==> config.mk <==
export PLATFORM = sky130hd
export DESIGN_NAME = mbist_mem_scheduler
export DESIGN_NICKNAME = d
export VERILOG_FILES = /design/src/rtl/mbist_pkg.sv /design/src/rtl/mbist_next_mem.sv /design/src/rtl/mbist_mem_scheduler.sv
export SDC_FILE = /design/constraint.sdc
export NUM_CORES = 1
export LEC_CHECK = 0
export ABC_CLOCK_PERIOD_IN_PS = 3100
export CAP_MARGIN = 20
export CORE_UTILIZATION = 38
export DETAILED_ROUTE_END_ITERATION = 10
export PLACE_DENSITY = 0.62
export SYNTH_ARGS = -nofsm -noshare
export SYNTH_HDL_FRONTEND = slang
export SYNTH_SLANG_ARGS = --single-unit
==> constraint.sdc <==
create_clock -name clk -period 3.1 [get_ports clk]
set_clock_uncertainty 0.15 [all_clocks]
set_input_delay 0.31 -clock clk [delete_from_list [all_inputs] [get_ports clk]]
set_output_delay 0.31 -clock clk [all_outputs]
set_load 0.01 [all_outputs]
==> src/rtl/mbist_pkg.sv <==
// Shared types and constants for the MBIST memory scheduler.
package mbist_pkg;

  localparam int MEM_SEL_WIDTH         = 3;
  localparam int DEFAULT_SETTLE_CYCLES = 4;
  localparam int DEFAULT_WDOG_WIDTH    = 24;

  typedef enum logic [2:0] {
    ST_IDLE,
    ST_SETTLE,
    ST_RUN,
    ST_RECORD,
    ST_RELEASE,
    ST_DONE
  } sched_state_e;

endpackage

==> src/rtl/mbist_next_mem.sv <==
// Priority finder: lowest enabled memory index strictly above cur_idx,
// or the lowest enabled index overall when from_start is set.
module mbist_next_mem
  import mbist_pkg::*;
#(
  parameter int NUM_MEM = 4
) (
  input  logic [NUM_MEM-1:0]       mask,
  input  logic [MEM_SEL_WIDTH-1:0] cur_idx,
  input  logic                     from_start,
  output logic [MEM_SEL_WIDTH-1:0] next_idx,
  output logic                     found
);

  logic [NUM_MEM-1:0] cand;

  for (genvar gi = 0; gi < NUM_MEM; gi++) begin : g_cand
    assign cand[gi] = mask[gi] && (from_start || (MEM_SEL_WIDTH'(gi) > cur_idx));
  end

  // Scan downwards so the lowest candidate is the one that sticks.
  always_comb begin
    next_idx = '0;
    found    = 1'b0;
    for (int i = NUM_MEM - 1; i >= 0; i--) begin
      if (cand[i]) begin
        next_idx = MEM_SEL_WIDTH'(i);
        found    = 1'b1;
      end
    end
  end

endmodule

==> src/rtl/mbist_mem_scheduler.sv <==
// Walks the enabled memories one at a time: select, settle, run the
// controller, record pass/fail/timeout, wait for complete to drop, next.
module mbist_mem_scheduler
  import mbist_pkg::*;
#(
  parameter int NUM_MEM       = 4,
  parameter int SETTLE_CYCLES = DEFAULT_SETTLE_CYCLES,
  parameter int WDOG_WIDTH    = DEFAULT_WDOG_WIDTH
) (
  input  logic                     clk,
  input  logic                     rst_n,
  input  logic                     start,
  input  logic                     abort,
  input  logic [NUM_MEM-1:0]       mem_enable_mask,
  input  logic [2:0]               operation_cfg,
  input  logic                     test_complete,
  input  logic                     test_error,
  input  logic                     test_force_terminate,
  output logic [MEM_SEL_WIDTH-1:0] memory_sel,
  output logic                     test_mode,
  output logic [2:0]               operation,
  output logic                     busy,
  output logic                     done,
  output logic [NUM_MEM-1:0]       pass_vector,
  output logic [NUM_MEM-1:0]       fail_vector,
  output logic [NUM_MEM-1:0]       timeout_vector,
  output logic                     aborted
);

  localparam logic [7:0] SETTLE_LAST = 8'(SETTLE_CYCLES - 1);

  sched_state_e             state_reg, state_next;
  logic [NUM_MEM-1:0]       mask_reg, mask_next;
  logic [2:0]               op_reg, op_next;
  logic [MEM_SEL_WIDTH-1:0] sel_reg, sel_next;
  logic [7:0]               settle_cnt_reg, settle_cnt_next;
  logic [WDOG_WIDTH-1:0]    wdog_reg, wdog_next;
  logic                     err_reg, err_next;
  logic [NUM_MEM-1:0]       pass_reg, pass_next;
  logic [NUM_MEM-1:0]       fail_reg, fail_next;
  logic [NUM_MEM-1:0]       tmo_reg, tmo_next;
  logic                     aborted_reg, aborted_next;

  logic                     idle_or_done;
  logic [NUM_MEM-1:0]       find_mask;
  logic [MEM_SEL_WIDTH-1:0] nxt_idx;
  logic                     nxt_found;
  logic [NUM_MEM-1:0]       sel_onehot;
  logic [WDOG_WIDTH-1:0]    wdog_inc;
  logic                     wdog_hit;

  assign idle_or_done = (state_reg == ST_IDLE) || (state_reg == ST_DONE);
  // One finder serves both the first pick (live mask) and the walk (latched mask).
  assign find_mask    = idle_or_done ? mem_enable_mask : mask_reg;
  assign sel_onehot   = NUM_MEM'(1) << sel_reg;
  assign wdog_inc     = wdog_reg + WDOG_WIDTH'(1);
  assign wdog_hit     = &wdog_inc;

  mbist_next_mem #(
    .NUM_MEM (NUM_MEM)
  ) u_next_mem (
    .mask       (find_mask),
    .cur_idx    (sel_reg),
    .from_start (idle_or_done),
    .next_idx   (nxt_idx),
    .found      (nxt_found)
  );

  always_comb begin
    state_next      = state_reg;
    mask_next       = mask_reg;
    op_next         = op_reg;
    sel_next        = sel_reg;
    settle_cnt_next = settle_cnt_reg;
    wdog_next       = wdog_reg;
    err_next        = err_reg;
    pass_next       = pass_reg;
    fail_next       = fail_reg;
    tmo_next        = tmo_reg;
    aborted_next    = aborted_reg;

    if (abort && !idle_or_done) begin
      aborted_next = 1'b1;
      state_next   = ST_DONE;
    end else begin
      case (state_reg)
        ST_IDLE, ST_DONE: begin
          if (start) begin
            mask_next    = mem_enable_mask;
            op_next      = operation_cfg;
            pass_next    = '0;
            fail_next    = '0;
            tmo_next     = '0;
            aborted_next = 1'b0;
            err_next     = 1'b0;
            wdog_next    = '0;
            if (nxt_found) begin
              sel_next        = nxt_idx;
              settle_cnt_next = '0;
              state_next      = ST_SETTLE;
            end else begin
              state_next = ST_DONE;
            end
          end
        end
        ST_SETTLE: begin
          if (settle_cnt_reg == SETTLE_LAST) begin
            state_next = ST_RUN;
          end else begin
            settle_cnt_next = settle_cnt_reg + 8'd1;
          end
        end
        ST_RUN: begin
          wdog_next = wdog_inc;
          if (test_error) begin
            err_next = 1'b1;
          end
          // err_reg doubles as the "record a fail" flag for forced and timed-out exits.
          if (test_force_terminate) begin
            err_next   = 1'b1;
            state_next = ST_RECORD;
          end else if (test_complete) begin
            state_next = ST_RECORD;
          end else if (wdog_hit) begin
            err_next   = 1'b1;
            tmo_next   = tmo_reg | sel_onehot;
            state_next = ST_RECORD;
          end
        end
        ST_RECORD: begin
          if (err_reg) begin
            fail_next = fail_reg | sel_onehot;
          end else begin
            pass_next = pass_reg | sel_onehot;
          end
          err_next   = 1'b0;
          wdog_next  = '0;
          state_next = ST_RELEASE;
        end
        ST_RELEASE: begin
          if (!test_complete) begin
            if (nxt_found) begin
              sel_next        = nxt_idx;
              settle_cnt_next = '0;
              state_next      = ST_SETTLE;
            end else begin
              state_next = ST_DONE;
            end
          end
        end
        default: state_next = ST_IDLE;
      endcase
    end
  end

  always_ff @(posedge clk or negedge rst_n) begin
    if (!rst_n) begin
      state_reg      <= ST_IDLE;
      mask_reg       <= '0;
      op_reg         <= '0;
      sel_reg        <= '0;
      settle_cnt_reg <= '0;
      wdog_reg       <= '0;
      err_reg        <= 1'b0;
      pass_reg       <= '0;
      fail_reg       <= '0;
      tmo_reg        <= '0;
      aborted_reg    <= 1'b0;
    end else begin
      state_reg      <= state_next;
      mask_reg       <= mask_next;
      op_reg         <= op_next;
      sel_reg        <= sel_next;
      settle_cnt_reg <= settle_cnt_next;
      wdog_reg       <= wdog_next;
      err_reg        <= err_next;
      pass_reg       <= pass_next;
      fail_reg       <= fail_next;
      tmo_reg        <= tmo_next;
      aborted_reg    <= aborted_next;
    end
  end

  assign memory_sel     = sel_reg;
  assign test_mode      = (state_reg == ST_RUN);
  assign operation      = op_reg;
  assign busy           = !idle_or_done;
  assign done           = (state_reg == ST_DONE);
  assign pass_vector    = pass_reg;
  assign fail_vector    = fail_reg;
  assign timeout_vector = tmo_reg;
  assign aborted        = aborted_reg;

endmodule

# Yosys cells after proc, flatten, opt, wreduce, memory -nomap -nowiden
# Cells that the tools add are included.
[totals]
regBits = 59
latchBits = 0
ram_bits = 0
mem_bits_ro = 0
wordCells = 116
memories = 0
[classes]
addsub = 2
multipliers = 0
n_div = 0
n_lt_le_gt_ge = 4
eq_ne = 18
n_shift = 1
n_mux = 46
n_bitwise = 4
reduce_logical = 30
[op_table]
columns = ["op", "count"]
rows = [
  ["case mux 24 bit (3 select lines)", 1],
  ["2-to-1 mux 3 bit", 11],
  ["2-to-1 mux 8 bit", 4],
  ["2-to-1 mux 4 bit", 7],
  ["adder 24 x 1 -> 24 bit (second input constant)", 1],
  ["2-to-1 mux 24 bit", 1],
  ["case mux 4 bit (2 select lines)", 3],
  ["case mux 8 bit (3 select lines)", 1],
  ["AND reduction 24 bit", 1],
  ["AND reduction 4 bit", 4],
  ["case mux 3 bit (5 select lines)", 1],
  ["inequality test 2 bit (second input constant)", 7],
  ["bitwise OR 4 bit", 3],
  ["2-to-1 mux 1 bit", 11],
  ["nonzero test 2 bit", 5],
  ["inequality test 3 bit (second input constant)", 3],
  ["adder 8 x 1 -> 8 bit (second input constant)", 1],
  ["== test 8 x 2 -> 1 bit (second input constant)", 1],
  ["2-to-1 mux 2 bit", 4],
  ["== test 3 x 2 -> 1 bit (second input constant)", 2],
  ["== test 3 bit (second input constant)", 2],
  ["> comparator 1 x 3 -> 1 bit (first input constant)", 2],
  ["> comparator 2 x 3 -> 1 bit (first input constant)", 2],
  ["case mux 3 bit (2 select lines)", 1],
  ["other kinds (16)", 26],
]

# Logic depth before layout (Yosys ltp)
# Gate-level depths: netlist (run 1).
[logic_depth]
word_depth = 12
mapped_depth = 8

# Modules after synthesis
# Synthesis (run 1) repeated with hierarchy kept, for this count alone.
[unflattened]
hier_cells = 419
area_unflattened_um2 = 3543.4
[by_module_without_submodules]
columns = ["mod", "n_inst", "cells_each", "area_each_um2"]
rows = [
  ["mbist_mem_scheduler", 1, 403, 3447.1],
  ["mbist_next_mem", 1, 16, 96.3],
]

# Worst setup path after synthesis (run 1)
# Ideal clock, no wire load.
[synth_path]
path_kind = "flip-flop to flip-flop"
startpoint = "register wdog_reg[1]"
endpoint = "register wdog_reg[20]"
setup_ns = 0.125
t_arrival_ns = 1.990
setup_slack_ns = 0.835
stages_incl_launch_ff = 9
synth_period_minus_slack_ns = 2.265
path_cell_list = "dfrtp_1 ha_1 clkbuf_1 nand4_1 or4_1 nor2_1 a31oi_1 o21ai_0 o21ai_1"
[synth_between]
elab_chain_len = 2
[synth_rtl]
columns = ["element", "line", "text"]
rows = [
  ["start, declared", "mbist_mem_scheduler.sv:37", "logic [WDOG_WIDTH-1:0] wdog_reg, wdog_next;"],
  ["start signal, assigned", "mbist_mem_scheduler.sv:175", "wdog_reg <= wdog_next;"],
  ["adder 24 x 1 -> 24 bit", "mbist_mem_scheduler.sv:56", "assign wdog_inc = wdog_reg + WDOG_WIDTH'(1);"],
  ["case mux 24 bit (3 select lines)", "mbist_mem_scheduler.sv:86", "case (state_reg)"],
]
# Every way passes these cells.
# A chain may end at the register's enable or synchronous reset.

# Final worst setup path (run 1)
[layout_path]
startpoint = "register state_reg[0]"
endpoint = "register settle_cnt_reg[5]"
[layout_between]
elab_chain_len = 11
elab_cells_between_ends = 31
classes_between = "eq/ne: 6; mux: 9; bitwise: 1; reduce/logical: 15"
[layout_rtl]
columns = ["element", "line", "text"]
rows = [
  ["start, declared", "mbist_mem_scheduler.sv:32", "sched_state_e state_reg, state_next;"],
  ["start signal, assigned", "mbist_mem_scheduler.sv:170", "state_reg <= state_next;"],
  ["== test 3 bit or zero test 3 bit (tied branches)", "mbist_mem_scheduler.sv:52, mbist_mem_scheduler.sv:86", ""],
  ["logical OR 1 bit", "mbist_mem_scheduler.sv:52", "assign idle_or_done = (state_reg == ST_IDLE) || (state_reg == ST_DONE);"],
  ["2-to-1 mux 4 bit or logical OR 1 bit (tied branches)", "mbist_mem_scheduler.sv:54, mbist_next_mem.sv:18", ""],
  ["logical AND 1 bit", "mbist_next_mem.sv:18", "assign cand[gi] = mask[gi] && (from_start || (MEM_SEL_WIDTH'(gi) > cur_idx));"],
  ["2-to-1 mux 1 bit (4 in series)", "mbist_next_mem.sv:26", "if (cand[i]) begin"],
  ["2-to-1 mux 8 bit", "-", ""],
  ["2-to-1 mux 8 bit, on equally long branches", "-", ""],
  ["case mux 8 bit (3 select lines)", "mbist_mem_scheduler.sv:86", ""],
  ["end signal, assigned", "mbist_mem_scheduler.sv:174", "settle_cnt_reg <= settle_cnt_next;"],
  ["end, declared", "mbist_mem_scheduler.sv:36", "logic [7:0] settle_cnt_reg, settle_cnt_next;"],
]
# Several ways; a longest one is shown, not always the timed one. The select of a mux whose other input is x is not followed.

==> results of run 1 <==
-- cells by family after synthesis --
| family | after synthesis | share of synthesized area |
|---|---|---|
| AOI/OAI and AO/OA | 119 | 0.210 |
| other | 1 | 0.00111 |
| DFF | 57 | 0.423 |
| and+or+nand+nor | 179 | 0.282 |
| xor gates and xnor gates | 8 | 0.0264 |
| buffers and inverters | 34 | 0.0416 |
| muxes | 1 | 0.00445 |
| adders and majority gates | 3 | 0.0111 |
-- area by class of cell --
class | instances | share of cell area
Inverter | 9 | 0.00850
Tap cell | 105 | 0.0331
Clock buffer | 11 | 0.0356
Sequential cell | 57 | 0.359
Clock inverter | 5 | 0.0139
Multi-Input combinational cell | 311 | 0.454
Timing Repair Buffer | 40 | 0.0963
-- metrics by stage --
step	std cells	total power [µW]	cell area [µm²]
finish	538	2810	3970
CTS	538	2840	3970
floorplan	402	1700	3370
global placement	521	2110	3770
detailed placement	521	2130	3770
global route	538	3030	3970
-- Yosys cell counts, types with 3 or more instances --
master | number | share of area
dfrtp_1 | 57 | 0.42
nand2_1 | 55 | 0.061
o21ai_0 | 50 | 0.074
nor2_1 | 35 | 0.039
a21oi_1 | 23 | 0.034
clkbuf_1 | 16 | 0.018
a31oi_1 | 14 | 0.026
nand4_1 | 13 | 0.024
nand3_1 | 11 | 0.016
nor3_1 | 9 | 0.013
inv_1 | 8 | 0.0089
nor2b_1 | 8 | 0.015
o31ai_1 | 8 | 0.018
buf_2 | 7 | 0.010
or3_1 | 6 | 0.011
and2_1 | 5 | 0.0093
and3_1 | 5 | 0.0093
nand2b_1 | 5 | 0.0093
or4_1 | 5 | 0.011
xor2_1 | 5 | 0.013
a211oi_1 | 4 | 0.0089
ha_1 | 3 | 0.011
nand3b_1 | 3 | 0.0067
nor4_1 | 3 | 0.0056
o21a_1 | 3 | 0.0067
o21bai_1 | 3 | 0.0067
-- power groups by stage --
stage                     Combinational (µW)  Clock [µW]  Sequential (µW)
after floorplan                          701           0             1000
after CTS                               1090         721             1030
after global routing                    1230         751             1050
final                                   1080         700             1030
after detailed placement                1080           0             1040
after global placement                  1070           0             1040
-- timing repair --
action | CTS | global route
endpoints found under the hold margin | 13 | 0
hold buffers | 1 | 0
setup endpoints to repair | 0 | 0
buffers inserted | 0 | 0
-- worst paths after layout --
check                                         start                       endpoint  cells after the start
max                        state_reg[0]$_DFFE_PN0P_  settle_cnt_reg[5]$_DFFE_PN0P_                      7
min reg2reg                 mask_reg[2]$_DFFE_PN0P_        mask_reg[2]$_DFFE_PN0P_                      2
min in group clk            mask_reg[2]$_DFFE_PN0P_        mask_reg[2]$_DFFE_PN0P_                      2
min                                           rst_n  settle_cnt_reg[7]$_DFFE_PN0P_                      2
max reg2reg                state_reg[0]$_DFFE_PN0P_  settle_cnt_reg[5]$_DFFE_PN0P_                      7
max in group asynchronous                     rst_n            err_reg$_DFFE_PN0P_                      3
-- routing by layer --
metal,part of all wire,up-vias,global-route usage
li1,-,1511,-
met1,0.49,1464,0.267
met2,0.47,51,0.314
met3,0.038,5,0.0458
met4,0.0069,0,0.0498
met5,0,-,0
==> results.toml, run 1 <==
[synthesis]
synth_nets = 419
syn_inst = 402
yosys_most_used_dff = "dfrtp_1"
ys_ff_latch = 57
synth-async-reset-ratio = 1.00
avgSynthCellArea_um2 = 8.38
synth_edf_count = 0
ys_warn_count = 0
syn_area_um2 = 3370
seq_area_frac_synth = 0.423
ys_types = 55

[detailed_routing]
ant_nets = 0
dr.pass1.iters = 4
route.detailed.drc = 0
via_per_inst = 5.63
vias = 3031
wl_per_cell_um = 15.5
drt-total-wl_um = 8350
first_iter_violations = 150

[place]
pre_cts_ws_ns = 0.440
port_buffers = 34
place.gp.congestion = 0.842
place_hpwl_um = 5830

[clock_tree]
cts_resized = 0
clk_pin_slew_ns = 0.07
cts.sinks = 57
insertion_delay_ns = 0.34
tritoncts = "yes"
cts_inserted_buffers = 9
cts_root_buf = "clkbuf_8"
htree_levels = 3
clockBufferDepth = 2

[pwr]
p_int_uw = 1710
p_sw_uw = 1100
pwr-share-comb = 0.385
powerDensity_nw_per_um2 = 708
p_sw_frac = 0.391
peakVddDrop_mv = 0.317
power_frac_clock = 0.249
pwr-share-seq = 0.366
leakagePower_uw = 0.00161

[worst_setup_path]
worstSetupStartpointType = "flop"
critPathMaxFanout = 16
cp_cell_sequence = "nor2b_1 > o21bai_1 > a211oi_2 > o31ai_2 > buf_4 > or4_1 > a21oi_1"
regToRegSetupSlack_ns = 0.47
critical_path.top_delay_family = "simple AND/OR/NAND/NOR gates"
crit_required_ns = 3.22
critPathKind = "reg -> reg"
cp-end-kind = "flop"
critPathMaxStageDelay_ns = 0.58
cp.buffers_inverters = 1
slowest_stage = "dfrtp_1"
critPathArrivalTime_ns = 2.75

[layout]
final_nets = 445
largest_reg_flops = 24
mostFrequentLayoutCells = "dfrtp_1, nand2_1, o21ai_0"
seq_area_um2 = 1430
final_layout_size_suffix_gt1_frac = 0.0855
area.growth.synth_to_final_pct = 17.9
finish.utilization = 0.474
multiInputGateArea_um2 = 1800
fillers = 821
layout_commonest_cell = "dfrtp_1"
diodes = 0

[grt]
grt_pass1_wl_um = 14000
grt_pass1_vias = 2812
grt_max_degree = 29
antenna_found_initial = 0
track_usage = 0.197
grt.overflow.total = 0

[floorplanning]
start_util = 0.402
coreArea_um2 = 8380
rows = 33
die_w_um = 96.2
fp.dieH_um = 96.2
pin_count = 36
fp.dieArea_um2 = 9250

[run_status]
status = "completed"

[timing]
fin_crit_ns = 2.63
fin_ws_ns = 0.468
max-slew-margin-rel = 0.457
timing.setup.tns_ns = 0
max_freq_ghz = 0.380
finalCritPeriodShare = 0.849
finalMaxSlewViolations = 0
tightest_slew_ns = 0.814
rsz0062_at_grt = "false"
finalSetupViolCount = 0
whs_ns = 0.272
hold_viol = 0

[job]
max_cap_violations = 0

[worst_hold_path]
hp-class = "in -> async"
No activity file was read; power rests on OpenSTA's default activity.
==> inputs of run 2 (changes only) <==
- ABC_CLOCK_PERIOD_IN_PS: 3100 -> 2660
- clock period: 3.1 -> 2.66 ns (I/O delays scaled with it)
==> results.toml, run 2 (same netlist as run 1, synthesis figures left out) <==
[run_status]
status = "completed"

[detailed_routing]
drt-total-wl_um = 8320
route.detailed.drc = 0
ant_nets = 0
dr.pass1.iters = 5
wl_per_cell_um = 15.0
first_iter_violations = 149
via_per_inst = 5.58
vias = 3086

[grt]
grt.overflow.total = 0
grt_max_degree = 27
grt_pass1_vias = 2864
grt_pass1_wl_um = 14000
antenna_found_initial = 0
track_usage = 0.198

[timing]
finalMaxSlewViolations = 0
rsz0062_at_grt = "false"
max-slew-margin-rel = 0.632
max_freq_ghz = 0.401
fin_ws_ns = 0.167
finalCritPeriodShare = 0.937
whs_ns = 0.275
finalSetupViolCount = 0
hold_viol = 0
fin_crit_ns = 2.49
timing.setup.tns_ns = 0
tightest_slew_ns = 0.552

[layout]
finish.utilization = 0.495
diodes = 0
fillers = 815
mostFrequentLayoutCells = "dfrtp_1, nand2_1, o21ai_0"
area.growth.synth_to_final_pct = 23.2
final_nets = 460
largest_reg_flops = 24
layout_commonest_cell = "dfrtp_1"
final_layout_size_suffix_gt1_frac = 0.121

[pwr]
powerDensity_nw_per_um2 = 868
peakVddDrop_mv = 0.342
power.total_uw = 3600
leakagePower_uw = 0.00172

[floorplanning]
rows = 33
start_util = 0.402
die_w_um = 96.2
coreArea_um2 = 8380
pin_count = 36
fp.dieArea_um2 = 9250
fp.dieH_um = 96.2

[worst_setup_path]
critPathArrivalTime_ns = 2.62
critPathMaxFanout = 16
critical_path.top_delay_family = "simple AND/OR/NAND/NOR gates"
worstSetupStartpointType = "flop"
cp-end-kind = "flop"
cp.buffers_inverters = 1
critPathKind = "reg -> reg"
crit_required_ns = 2.78
critPathMaxStageDelay_ns = 0.51
slowest_stage = "or4_1"
regToRegSetupSlack_ns = 0.17
cp_cell_sequence = "nor2b_2 > or3b_1 > a211oi_2 > o31ai_2 > buf_4 > or4_1 > a21oi_1"

[clock_tree]
clk_pin_slew_ns = 0.07
insertion_delay_ns = 0.34
clockBufferDepth = 2
cts_root_buf = "clkbuf_8"
htree_levels = 3
cts_inserted_buffers = 9
postCtsSetupBuffers = 0
tritoncts = "yes"
cts.sinks = 57

[place]
place.gp.congestion = 0.853
port_buffers = 34
place_hpwl_um = 6020
pre_cts_ws_ns = 0.116

[worst_hold_path]
hp-class = "in -> async"

[job]
max_cap_violations = 0
-- run 2: layout make-up --
class / instances / area [µm²] / share of cell area
clock buffer: 11 / 141 / 0.0341
clock inverter: 5 / 103 / 0.0247
inverter: 9 / 33.8 / 0.00814
multi-input combinational: 311 / 1810 / 0.435
sequential: 57 / 1430 / 0.344
tap: 105 / 131 / 0.0317
timing repair buffer: 55 / 508 / 0.122
-- run 2: routing by layer --
layer / part of all wire / global-route usage / vias to the layer above
met1: 0.48 / 0.267 / 1480
met5: 0 / 0 / -
li1: - / - / 1540
met4: 0.010 / 0.0597 / 0
met3: 0.038 / 0.0498 / 9
met2: 0.47 / 0.312 / 57
-- run 2: what timing repair did --
action,4_1_cts,5_1_grt
endpoints found under the setup margin,0,2
resized for setup,0,2
hold buffers,1,0
endpoints found under the hold margin,22,0
-- run 2: worst reg2reg max path: cells and delay by family, from the launching register on --
kind                   cells  cell delay, ns
AND/OR/NAND/NOR            3            1.16
flip-flops                 1            0.48
AO/OA/AOI/OAI              3            0.46
buffers and inverters      1            0.19
-- run 2: worst paths after layout --
kind / cells after the start / end / startpoint
min in group clk: 3 / operation[0]$_DFFE_PN0P_ / operation_cfg[0]
max in group asynchronous: 3 / mask_reg[3]$_DFFE_PN0P_ / rst_n
min reg2reg: 2 / operation[0]$_DFFE_PN0P_ / operation[0]$_DFFE_PN0P_
min: 2 / settle_cnt_reg[6]$_DFFE_PN0P_ / rst_n
max reg2reg: 7 / settle_cnt_reg[7]$_DFFE_PN0P_ / state_reg[0]$_DFFE_PN0P_
max: 7 / settle_cnt_reg[7]$_DFFE_PN0P_ / state_reg[0]$_DFFE_PN0P_
-- run 2: report_power, final --
| group | leakage (µW) | switching [µW] | internal, µW |
|---|---|---|---|
| logic | 0.000831 | 799 | 633 |
| clock network | 0.000120 | 359 | 646 |
| registers | 0.000767 | 149 | 1020 |
-- run 2: per-stage QoR --
stage | instance area, µm² | cells
5_1_grt | 4150 | 553
3_3_place_gp | 3890 | 536
3_5_place_dp | 3890 | 536
6_report | 4150 | 553
2_1_floorplan | 3370 | 402
4_1_cts | 4150 | 553
==> inputs of run 3 (changes only) <==
- CTS_BUF_LIST: unset -> sky130_fd_sc_hd__clkbuf_4 sky130_fd_sc_hd__clkbuf_8 sky130_fd_sc_hd__clkbuf_16
- CTS_CLUSTER_SIZE: unset -> 40
==> results.toml, run 3 (same netlist as run 1, synthesis figures left out) <==
[run_status]
status = "completed"

[floorplanning]
coreArea_um2 = 8380
die_w_um = 96.2
rows = 33
start_util = 0.402
pin_count = 36
fp.dieH_um = 96.2
fp.dieArea_um2 = 9250

[layout]
finish.utilization = 0.496
layout_commonest_cell = "dfrtp_1"
area.growth.synth_to_final_pct = 23.3
final_nets = 460
mostFrequentLayoutCells = "dfrtp_1, nand2_1, o21ai_0"
largest_reg_flops = 24
diodes = 0
final_layout_size_suffix_gt1_frac = 0.123
fillers = 813
stdcell_count = 553

[pwr]
pwr-share-comb = 0.396
powerDensity_nw_per_um2 = 871
p_int_uw = 2310
power_frac_clock = 0.282
p_sw_frac = 0.362
pwr-share-seq = 0.323
p_sw_uw = 1310
leakagePower_uw = 0.00172
peakVddDrop_mv = 0.342
power.total_uw = 3620

[detailed_routing]
first_iter_violations = 151
ant_nets = 0
via_per_inst = 5.52
wl_per_cell_um = 15.0
dr.pass1.iters = 4
route.detailed.drc = 0
vias = 3055
drt-total-wl_um = 8320

[worst_setup_path]
critPathMaxStageDelay_ns = 0.51
cp_cell_sequence = "nor2b_2 > or3b_1 > a211oi_2 > o31ai_2 > buf_4 > or4_1 > a21oi_1"
cp-end-kind = "flop"
crit_required_ns = 2.78
regToRegSetupSlack_ns = 0.16
cp.buffers_inverters = 1
slowest_stage = "or4_1"
critPathArrivalTime_ns = 2.62
crit_cells = 7
rr_worst_depth = 7
critPathMaxFanout = 16
worstReg2RegStart = "state_reg[0]$_DFFE_PN0P_"
r2r-end = "settle_cnt_reg[7]$_DFFE_PN0P_"
worstSetupStartpointType = "flop"
critical_path.top_delay_family = "simple AND/OR/NAND/NOR gates"
critPathKind = "reg -> reg"

[grt]
track_usage = 0.198
grt_pass1_wl_um = 14000
grt.overflow.total = 0
grt_max_degree = 27
grt_pass1_vias = 2863
antenna_found_initial = 0

[place]
port_buffers = 34
place_hpwl_um = 6020
pre_cts_ws_ns = 0.116
dpl.cell_count = 536
place.gp.congestion = 0.853

[clock_tree]
tritoncts = "yes"
clk_pin_slew_ns = 0.07
cts_root_buf = "clkbuf_8"
cts.sinks = 57
cts_inserted_buffers = 9
htree_levels = 3
clockBufferDepth = 2
postCtsSetupBuffers = 0
insertion_delay_ns = 0.34

[timing]
max-slew-margin-rel = 0.631
max_freq_ghz = 0.401
rsz0062_at_grt = "false"
finalSetupViolCount = 0
finalCritPeriodShare = 0.938
finalMaxSlewViolations = 0
fin_ws_ns = 0.164
timing.setup.tns_ns = 0
fin_crit_ns = 2.50
hold_viol = 0
tightest_slew_ns = 0.554

[worst_hold_path]
hp-class = "in -> async"

[job]
max_cap_violations = 0
[run 3: area by class of cell]
cell class	instances	area, µm²	area share
Clock inverter	5	103	0.0247
Tap cell	105	131	0.0316
Sequential cell	57	1430	0.344
Timing Repair Buffer	55	508	0.122
Clock buffer	11	145	0.0349
Inverter	9	33.8	0.00813
Multi-Input combinational cell	311	1810	0.435
[run 3: metrics by stage]
| step | hold slack (ns) | area, µm² |
|---|---|---|
| after floorplan | -0.180 | 3370 |
| after detailed placement | 0.129 | 3890 |
| after global placement | 0.125 | 3890 |
| after global routing | 0.294 | 4150 |
| final | 0.276 | 4150 |
| after CTS | 0.288 | 4150 |
[run 3: how the worst max path moves through the flow]
stage,startpoint,endpoint
after floorplan,wdog_reg[1]$_DFFE_PN0P_,wdog_reg[20]$_DFFE_PN0P_
final,state_reg[0]$_DFFE_PN0P_,settle_cnt_reg[7]$_DFFE_PN0P_
after global routing,wdog_reg[0]$_DFFE_PN0P_,timeout_vector[3]$_DFFE_PN0P_
after CTS,state_reg[0]$_DFFE_PN0P_,settle_cnt_reg[7]$_DFFE_PN0P_
after global placement,start,settle_cnt_reg[7]$_DFFE_PN0P_
after detailed placement,state_reg[0]$_DFFE_PN0P_,settle_cnt_reg[7]$_DFFE_PN0P_
[run 3: power by group through the flow]
stage / combinational (µW) / clock [µW] / sequential (µW)
after floorplan: 817 / 0 / 1170
after global placement: 1410 / 0 / 1170
after global routing: 1600 / 1080 / 1190
final: 1430 / 1020 / 1170
after CTS: 1440 / 1040 / 1160
after detailed placement: 1430 / 0 / 1180
[run 3: layer usage]
layer  global-route usage  wire (µm)  vias to the layer above
li1                     -          -                     1539
met1                0.266       4120                     1474
met2                0.312       3870                       35
met3               0.0569        247                        7
met4               0.0485         82                        0
met5                    0          0                        -
[run 3: repair_timing]
| item | in CTS | in global routing |
|---|---|---|
| setup endpoints to repair | 0 | 2 |
| hold buffers | 1 | 0 |
| endpoints found under the hold margin | 22 | 0 |
| gates resized for setup | 0 | 2 |
==> variant (config.mk and constraints of run 2) <==
Register the input `test_error` before use, without a reset. The logic sees it one clock later. The other inputs are not delayed to match.
--- a/src/rtl/mbist_mem_scheduler.sv
+++ b/src/rtl/mbist_mem_scheduler.sv
@@ -31,2 +31,8 @@
 
+  logic test_error_q;
+
+  always_ff @(posedge clk) begin
+    test_error_q <= test_error;
+  end
+
   sched_state_e             state_reg, state_next;
@@ -114,3 +120,3 @@
           wdog_next = wdog_inc;
-          if (test_error) begin
+          if (test_error_q) begin
             err_next = 1'b1;
Function: changed (a bounded check fails within 10 cycles, from zero or initial values and one cycle with rst_n low).
==> variant against run 2 <==
- largest power group is now registers
- design area is 7.0% higher
- critical path depth is 2 higher
- worst setup slack got worse by 0.093 ns
- highest routed layer unchanged
- sequential cell count rose by 1
- sequential share of layout area down 1.8 points
- combinational power decreased by 23%
- critical endpoint is now state_reg[0]
- critical path type unchanged
- power down 7.8%
- routed wire length grew 9.2%
- final cell count grew 5.8%
- area after synthesis up 1.3%
==> variant: results (changes against run 2) <==
total length of routed met3 wires 260 um (-18%); maximum fanout count along the critical path 7 (-9); R2R cell count 9 (+2); global-route met3 utilization 3.40% (-1.6 points); dpl hpwl 6190 um (+2.9%); M2 GR Usage 34.1% (+2.9 points); startpoint of the worst hold path test_error; highest layer used for signal routing met4; Fillers 818 (+0.37%); worst setup slack after placement -0.0291 ns (-0.145 ns); net count of the mapped netlist 428 (+2.1%); detailed-router iteration count before antenna repair 4 (-1); fraction of final layout cells with drive strength greater than 1 18.2% (+6.2 points); first-pass GRT wire length 15500 um (+10%); post-DR vias/cell 5.58 (about the same); number of levels the H-tree was split into 3 (unchanged); post-synthesis sequential area ratio 42.4% (about the same); FF-to-FF Start wdog_reg[1]; actual transition at the worst max-transition pin 0.956 ns (+0.405 ns); clock latency at the later pin of the worst-skew pair 0.35 ns; antenna violations before repair 0 (unchanged); distinct cell type count after synthesis 58 (+5.5%); via count 3265 (+5.8%); Critical Path Max Stage Delay 0.57 ns (+0.06 ns); top cell types by occurrence after synthesis 57 x dfrtp_1, 48 x o21ai_0, 43 x nand2_1, 43 x nor2_1, 23 x a21oi_1; worst hold-check path type input port to flip-flop; cell at the slowest stage of the critical path or4_4; count of routing violations after the opening detailed-route iteration 161 (+8.1%); placed standard-cell area 0.00412 mm2 (+5.9%); arrival time of data at the critical path endpoint 2.71 ns (+0.09 ns); total number of nets in the final design 489 (+6.3%); largest net degree at the start of global routing 58 (+110%); worst flop-to-flop path endpoint state_reg[0]; clock-pin transition on the worst setup and hold timing paths 0.08 ns; Cell Pwr Density 749 mW/mm2 (-14%); final hold slack 0.203 ns (-0.0726 ns); leading cell types by total area after synthesis dfrtp_1 42%, o21ai_0 7.0%, nand2_1 4.7%; hold depth 1; met1 layer usage reported by global route 26.1% (-0.60 points); Worst Hold End test_error_q; Synth warnings 0 (unchanged); number of buffers inserted during clock tree synthesis 9 (unchanged); met2 wire len 4490 um (+16%); clock tree root driver cell clkbuf_8; Post-synth ARST share 98.3% (-1.7 points); number of diodes added for antenna fixing 0 (unchanged); number of flip-flops under the largest register name 24 (unchanged); maximum buffer depth of the clock tree 2 (unchanged); cell leakage power 0.00185 uW (+7.9%); Top Family by Delay on Critical Path simple AND/OR/NAND/NOR gates; mean routed wirelength per cell 15.5 um (+3.2%); status finished, final reports clean; port buffer count 34 (unchanged); flop2flop setup slack 0.07 ns (-0.09 ns); Met1 Routed Length 4200 um (+4.2%); worst vdd ir 320 uV (-6.3%); placed cells 565 (+5.4%); Tot GR Track Use 20.3% (+0.47 points); cell count after synthesis 411 (+2.2%); weighted congestion reported at the end of routability-driven placement 0.847 (-0.77%)
## variant: changes by cell type in the layout (fill, tap and decap cells not counted), sizes merged, moves of 5 or more
cell,change
buf,+25
nand2,-12
nor2,+7
nand3,+6
a211oi,-5
## variant: worst max path at each step
stage | start | endpoint | slack (ns) | cells after the start
2_1_floorplan | wdog_reg[8] | timeout_vector[0] | 0.01 | 7
3_3_place_gp | wdog_reg[1] | timeout_vector[0] | 0.04 | 8
3_5_place_dp | wdog_reg[1] | timeout_vector[3] | -0.03 | 8
4_1_cts | wdog_reg[1] | timeout_vector[3] | -0.02 | 6
5_1_grt | wdog_reg[1] | state_reg[0] | -0.04 | 8
6_report | wdog_reg[1] | state_reg[0] | 0.07 | 9
## variant: cell families (layout without fill, tap and decap cells)
kind of cell             count (synthesis)  after routing  synth area share [%]
other                                    1              1                 0.110
AND/OR/NAND/NOR                        171            171                  25.9
multiplexers                             2              2                 0.660
AO/OA/AOI/OAI                          127            127                  22.9
XOR/XNOR                                 7              7                  1.80
flip-flops                              58             58                  42.4
adder cells (fa/ha/maj)                  3              3                  1.10
buffers and inverters                   42            108                  5.17
## variant: what timing repair did
item                                    CTS  global route
pin swaps                                 2             3
endpoints found under the hold margin    57             0
hold buffers                              1             0
setup buffers                             1             2
resized for setup                         1             5
endpoints found under the setup margin    6             6
## variant: layout make-up
type / count / area (um2) / share of cell area [%]
clock buffers: 9 / 124 / 2.79
clock inverters: 7 / 125 / 2.82
well taps: 108 / 135 / 3.04
repair buffers: 80 / 708 / 16.0
inverters: 12 / 45.0 / 1.01
flip-flops and latches: 58 / 1450 / 32.6
multi-input cells: 311 / 1860 / 41.8
## variant: power by group
part	switching (uW)	internal (uW)
combinational	586	512
sequential	159	1030
clock	408	630
total	1150	2170
